`config.mk`:
```
export PLATFORM = sky130hd
export DESIGN_NAME = wb_stage
export DESIGN_NICKNAME = d
export VERILOG_FILES = /design/src/rtl/wb_stage.sv
export SDC_FILE = /design/constraint.sdc
export NUM_CORES = 1
export LEC_CHECK = 0
export BUFFER_PORTS_ARGS = -buffer_cell sky130_fd_sc_hd__buf_2
export CAP_MARGIN = 20
export CORE_UTILIZATION = 50
export DETAILED_ROUTE_END_ITERATION = 10
export GPL_ROUTABILITY_DRIVEN = 1
export PLACE_DENSITY = 0.8
export SETUP_SLACK_MARGIN = 0.05
export SYNTH_ARGS = -nofsm -noshare
export SYNTH_HDL_FRONTEND = slang
export SYNTH_SLANG_ARGS = --single-unit
```
`constraint.sdc`:
```
create_clock -name clk_i -period 2.05 [get_ports clk_i]
set_input_delay 0.1025 -clock clk_i [delete_from_list [all_inputs] [get_ports clk_i]]
set_output_delay 0.1025 -clock clk_i [all_outputs]
set_load 0.02 [all_outputs]
```
`src/rtl/wb_stage.sv`:
```
// RV32I write-back stage: MEM/WB register, load-data extraction and result select.
// Optional retired-instruction counter enabled by defining WB_INSTRET_EN.
module wb_stage #(
   parameter int DATA_W = 32,
   parameter int CNT_W  = 64
) (
   input  logic              clk_i,
   input  logic              rst_n,
   input  logic              stall_i,
   input  logic              flush_i,
   input  logic              valid_i,
   input  logic              RegWrite_i,
   input  logic [1:0]        wb_sel_i,
   input  logic [2:0]        funct3_i,
   input  logic [4:0]        rd_addr_i,
   input  logic [DATA_W-1:0] alu_result_i,
   input  logic [DATA_W-1:0] pc_plus4_i,
   input  logic [DATA_W-1:0] mem_rdata_i,
   output logic              valid_o,
   output logic              RegWrite_o,
   output logic [4:0]        rd_addr_o,
   output logic [DATA_W-1:0] rd_data_o,
   output logic              load_misalign_o,
   output logic [CNT_W-1:0]  instret_o
);

   localparam logic [1:0] SEL_ALU = 2'b00, SEL_LD = 2'b01, SEL_PC4 = 2'b10;

   typedef struct packed {
      logic              valid;
      logic              reg_write;
      logic [1:0]        wb_sel;
      logic [2:0]        funct3;
      logic [4:0]        rd;
      logic [DATA_W-1:0] alu;
      logic [DATA_W-1:0] pc4;
      logic [DATA_W-1:0] rdata;
   } wb_reg_t;

   wb_reg_t r;

   // A flush only kills the slot; the remaining fields keep their old values.
   always_ff @(posedge clk_i or negedge rst_n) begin
      if (!rst_n) begin
         r <= '0;
      end else if (flush_i) begin
         r.valid     <= 1'b0;
         r.reg_write <= 1'b0;
      end else if (!stall_i) begin
         r.valid     <= valid_i;
         r.reg_write <= RegWrite_i;
         r.wb_sel    <= wb_sel_i;
         r.funct3    <= funct3_i;
         r.rd        <= rd_addr_i;
         r.alu       <= alu_result_i;
         r.pc4       <= pc_plus4_i;
         r.rdata     <= mem_rdata_i;
      end
   end

   logic [1:0]        off;
   logic [7:0]        ld_byte;
   logic [15:0]       ld_half;
   logic [DATA_W-1:0] result;
   logic              misalign;
   logic              reserved;

   assign off     = r.alu[1:0];
   assign ld_byte = r.rdata[{off, 3'b000} +: 8];
   assign ld_half = off[1] ? r.rdata[31:16] : r.rdata[15:0];

   always_comb begin
      result   = '0;
      misalign = 1'b0;
      reserved = 1'b0;
      unique case (r.wb_sel)
         SEL_ALU: result = r.alu;
         SEL_PC4: result = r.pc4;
         SEL_LD: begin
            unique case (r.funct3)
               3'b000: result = {{24{ld_byte[7]}}, ld_byte};
               3'b100: result = {24'd0, ld_byte};
               3'b001: begin
                  misalign = off[0];
                  result   = {{16{ld_half[15]}}, ld_half};
               end
               3'b101: begin
                  misalign = off[0];
                  result   = {16'd0, ld_half};
               end
               3'b010: begin
                  misalign = (off != 2'b00);
                  result   = r.rdata;
               end
               default: reserved = 1'b1;
            endcase
         end
         default: reserved = 1'b1;
      endcase
      // Faulting or reserved loads never leak data toward the register file.
      if (misalign || reserved) result = '0;
   end

   assign valid_o         = r.valid;
   assign rd_addr_o       = r.rd;
   assign rd_data_o       = result;
   assign load_misalign_o = r.valid & misalign;
   assign RegWrite_o      = r.valid & r.reg_write & (r.rd != 5'd0) & ~misalign & ~reserved;

`ifdef WB_INSTRET_EN
   logic [CNT_W-1:0] instret_q;

   always_ff @(posedge clk_i or negedge rst_n) begin
      if (!rst_n)
         instret_q <= '0;
      else if (valid_o && !stall_i && !load_misalign_o)
         instret_q <= instret_q + CNT_W'(1);
   end

   assign instret_o = instret_q;
`else
   assign instret_o = '0;
`endif

endmodule
```
; ---- After elaboration in Yosys (flattened, before gate mapping)
; Index checks and enable logic that the tools add are counted.
[totals]
reg_bits = 108
inputBits = 112
output_inout_bits = 104
[classes]
eq_ne = 7
shifts = 1
mux = 10
n_bitwise = 9
reduce_logical = 9
[op_table]
columns = operator, count
row1 = 32-bit case mux with 5 select lines, 1
row2 = 108-bit two-way mux, 1
row3 = 32-bit case mux with 3 select lines, 1
row4 = 32-bit two-way mux, 1
row5 = 32-bit by 6-bit indexed part select with 8-bit output, 1
row6 = 16-bit two-way mux, 1
row7 = "3-bit equality test, second input constant", 2
row8 = 1-bit bitwise AND, 5
row9 = 5-bit nonzero test, 1
row10 = 5-bit OR reduction, 1
row11 = 1-bit NOT, 4
row12 = 1-bit case mux with 2 select lines, 2
row13 = 2-bit OR reduction, 2
row14 = "3-bit by 1-bit equality test with 1-bit output, second input constant", 1
row15 = "3-bit by 2-bit equality test with 1-bit output, second input constant", 1
row16 = 3-bit logical NOT, 1
row17 = "2-bit by 1-bit equality test with 1-bit output, second input constant", 1
row18 = "2-bit equality test, second input constant", 1
row19 = 2-bit logical NOT, 1
row20 = 1-bit two-way mux, 2
row21 = 2-bit two-way mux, 1
row22 = "2-bit by 1-bit inequality test with 1-bit output, second input constant", 1
row23 = 2-bit AND reduction, 1
row24 = 2-bit nonzero test, 1
row25 = 1-bit logical OR, 1

; ---- Depth between registers and ports, before layout
[depth]
ltp_word = 7
ltp_mapped = 6
mapped_depth_nobuf = 4

; ---- Worst setup path after synthesis
; No wires, ideal clock.
[synth_path]
path_type = register -> output
from = register r[101] (netlist name)
to = output rd_data_o[7]
arrival_time_ns = 1.730
slack_ns = 0.218
stages_incl_launch_ff = 5
path_cell_list = dfrtp_1 or3b_4 o22ai_4 nor2_1 a211oi_1
[synth_via]
elab_chain_cells = 6
word_cells_on_any_way = 15
[synth_lines]
columns = element, line
row1 = from (decl), 40  ; wb_reg_t r;
row2 = 3-bit by 2-bit equality test with 1-bit output (tied with other cells), 80  ; unique case (r.funct3)
row3 = 5-bit OR reduction (no source line) or 2-bit OR reduction (tied branches), -
row4 = 1-bit two-way mux or 1-bit case mux with 2 select lines (tied branches), 80
row5 = 1-bit case mux with 2 select lines or 1-bit two-way mux (tied branches), 76  ; unique case (r.wb_sel)
row6 = 1-bit logical OR, 101  ; if (misalign || reserved) result = '0;
row7 = 32-bit two-way mux *, 101
row8 = to (decl), 22  ; output logic [DATA_W-1:0] rd_data_o,
; Mark *: on every way between the ends. The rest lies on a longest branch, timed or not.

; ---- Final worst setup path
[layout_path]
from = register r[101] (netlist name)
to = output rd_data_o[30]
; The elaborated chain is that of the path after synthesis.

==> impl_results.md <==
* Final Slew Violations at 0
* Hold slack final at -0.228 ps
* Final Hold Viols at 1
* Final worst slack at -183 ps
* RD Place Congestion at approximately 0.90
* Largest net degree at the start of global routing at 53
* Dominant cells by area after synthesis: dfrtp_1, mux2_2, buf_4, mux2i_1, a211oi_1
* Root Driver: clkbuf_16
* Delay of the slowest critical-path stage at 450 ps
* Worst-path cell chain: or3b_4, o22ai_4, buf_12, a211oi_1, o22ai_1, buf_4
* Hold WC Path Type: in -> reg
* Htree depth at 3
* Site row count at 39
* M3 GR Usage at approximately 4.7%
* Placed instance count at about 770
* DR vias/cell at 5.50
* Comb pwr share at about 36%
* Leakage at between 3 and 4 nW
* Setup violations, final at 29
* Sequential cell area at ~0.0027 mm2
* CP endpoint kind: output pin
* Multi-input logic area at slightly below 0.003 mm2
* CP max FO at 16
* Cells after Synth at around 500
* Global-route wire length before repair at between 20,000 and 30,000 um
* Ant diodes at 0
* Commonest cells in the synthesized netlist: mux2_2, dfrtp_1, buf_4
* CP arrival at roughly 2100 ps
* TritonCTS clock tree: yes
* Routed WL at 17,000 um
* Share of post-route cells with drive strength above 1 at about half
* Core Region at ~0.011 mm2
* CP Data Required Time at 1950 ps
* Yosys top cell by area: dfrtp_1
* Internal power at between 4 and 5 mW
* Total power draw at just under 7 mW
* Top Usage Layer GRT: met2
* Failing checks: hold timing, setup timing
* Max Cap Viol at 0
* Number of enable flip-flop cells after synthesis at 0
* Yosys cell types at 42
* Worst-Margin Slew at approximately 700 ps
* Vias at approximately 4,900
* Gr usage total at between 20% and 30%
* Final #Nets at ~860
* Die H at ~110 um
* Fmax at about 450 MHz
* Port Buffer Count at between 150 and 200
* Clock Power Share at 24.6%
* CP Launch Type: flip-flop
* Inserted Clock Buffers at 9
* Slew HR at approximately 54%
* Most numerous cell in the Yosys netlist: mux2_2
* Vias in the first global route at around 5,100
* GRT overflow at 0
* Drt initial violations at approximately 220
* Crit path kind: reg -> out
* Met1 usage at about a third
* Total Die Area at approximately 0.012 mm2
* Remaining DRCs at 0
* Cell Pwr Density at ~830 mW/mm2
* Ys Warns at 0
* Worst-path clk slew at approximately 70 ps
* Deepest clock path buffer count at 2
* Switch share at about 34%
* R2R setup slack at 750 ps
* VDD IR-drop max at ~0.63 mV
* Mapped Area at slightly below 0.006 mm2
* Initial DRT Pass Iterations at 5
* Final instance count without filler cells at slightly below 900
* Place WS at a little under 70 ps
* Starting Density at 51.5%
* Seq pwr share at between 30% and 40%
* Synth Register Bits at 108
* Top_reg_cell synth: dfrtp_1
* Share of the synthesized area in the top cell type at roughly 46%
* Die X at between 100 and 150 um
* Setup TNS Final at -2850 ps
* Register area share after synthesis at a little under half
* Fillers at 730
* Area delta synth->final at 40.0%
* Tmin final at approximately 2200 ps
* I/O pin count at about 220
* Critical-path top delay cell: dfrtp_2
* Avg WL per Cell at 19.1 um
* Tcrit/Tclk final at 109%
* Unrepaired setup endpoints after global routing: true
* Switching power at ~2.3 mW
* Routing usage on met2 at about half
* Later-pin clock latency in the skew report at between 300 and 400 ps
* Routed Antenna Nets at 0
* Clock Sink Count at 108
* Async set or reset register ratio after synthesis at 100%
* Initial antenna violation count at 0
* Hpwl dp at around 10,000 um
* Clock Skew at 0 ps
* Status: complete, but fails checks
* Syn Area/Cell at 12.1 um2
==> registers in the layout, summed over array words and instances, names as in the netlist <==
signal,flops
rd_addr_o,5
off,2
valid_o,1
r,100
==> final timing paths <==
check | from | to | depth (start not counted)
max in group asynchronous | rst_n | r[105] | 3
setup / recovery | r[101] | rd_data_o[30] | 6
hold reg to reg | r[41] | r[41] | 1
hold / removal | alu_result_i[15] | r[79] | 2
setup reg to reg | valid_o | valid_o | 3
min in group asynchronous | rst_n | r[56] | 2
==> routing by layer <==
metal	wire length (um)	share of wire, %
met5	0	0
met4	612	3.6
met3	967	5.7
met2	8870	52
met1	6570	39
==> logic make-up after synthesis <==
group                  Yosys count  share of synthesized area, %
muxes                          151                          28.1
DFF                            108                          45.7
buffers and inverters          103                          11.6
AOI/OAI and AO/OA               77                          9.97
and+or+nand+nor                 49                          4.53
other                            1                        0.0634
==> critical path, delay by kind of cell, from the launching register on <==
| family | cells | cell delay [ps] |
|---|---|---|
| buf+inv | 2 | 390 |
| flops | 1 | 450 |
| simple gates | 1 | 410 |
| compound gates | 3 | 520 |
==> cell usage in the layout, fill, tap and decap left out, types with 2 or more instances in the layout <==
cell	instances
mux2_2	119
nor3b_1	2
nand2_1	11
dfrtp_1	102
buf_6	7
buf_2	124
o211ai_1	2
a221oi_1	3
o2bb2ai_2	3
o22ai_1	19
mux2i_2	4
mux2i_1	28
a211oi_2	5
conb_1	64
a211oi_1	13
dfrtp_2	6
clkbuf_8	2
or3b_4	2
o21ai_0	11
a222oi_1	4
dlygate4sd3_1	99
nor2_1	12
buf_4	45
o221a_2	6
clkbuf_16	9
clkinv_4	3
buf_12	7
nor2b_1	3
o22ai_2	2
nand2b_1	4
==> area by class of cell <==
cell class              count  share of cell area (%)
well taps                 143                    2.16
clock inverters             4                   0.408
repair buffers            282                    26.2
inverters                   1                  0.0454
flip-flops and latches    108                    32.7
clock buffers              12                    3.10
multi-input cells         341                    35.3
==> metrics by stage <==
stage,util [%],area (um2)
final,72.2,8280
after global routing,72.2,8280
after CTS,71.0,8140
after detailed placement,58.1,6660
after global placement,58.1,6660
after floorplan,-,6150
==> power by group through the flow <==
stage	clock network (mW)	logic (mW)	registers, mW
3_3_place_gp	0	1.92	2.70
3_5_place_dp	0	1.95	2.72
6_report	1.68	2.45	2.72
5_1_grt	1.79	2.59	2.74
4_1_cts	1.70	2.29	2.69
2_1_floorplan	0	1.50	2.62
==> timing repair <==
action                                 in CTS  in global routing
gates resized for setup                    56                 21
setup endpoints to repair                  32                 33
endpoints found under the hold margin     145                  3
hold buffers                               96                  3
buffers inserted                            6                  3
pin swaps                                   6                  4
Note: power is estimated with default switching activity, not from simulation.
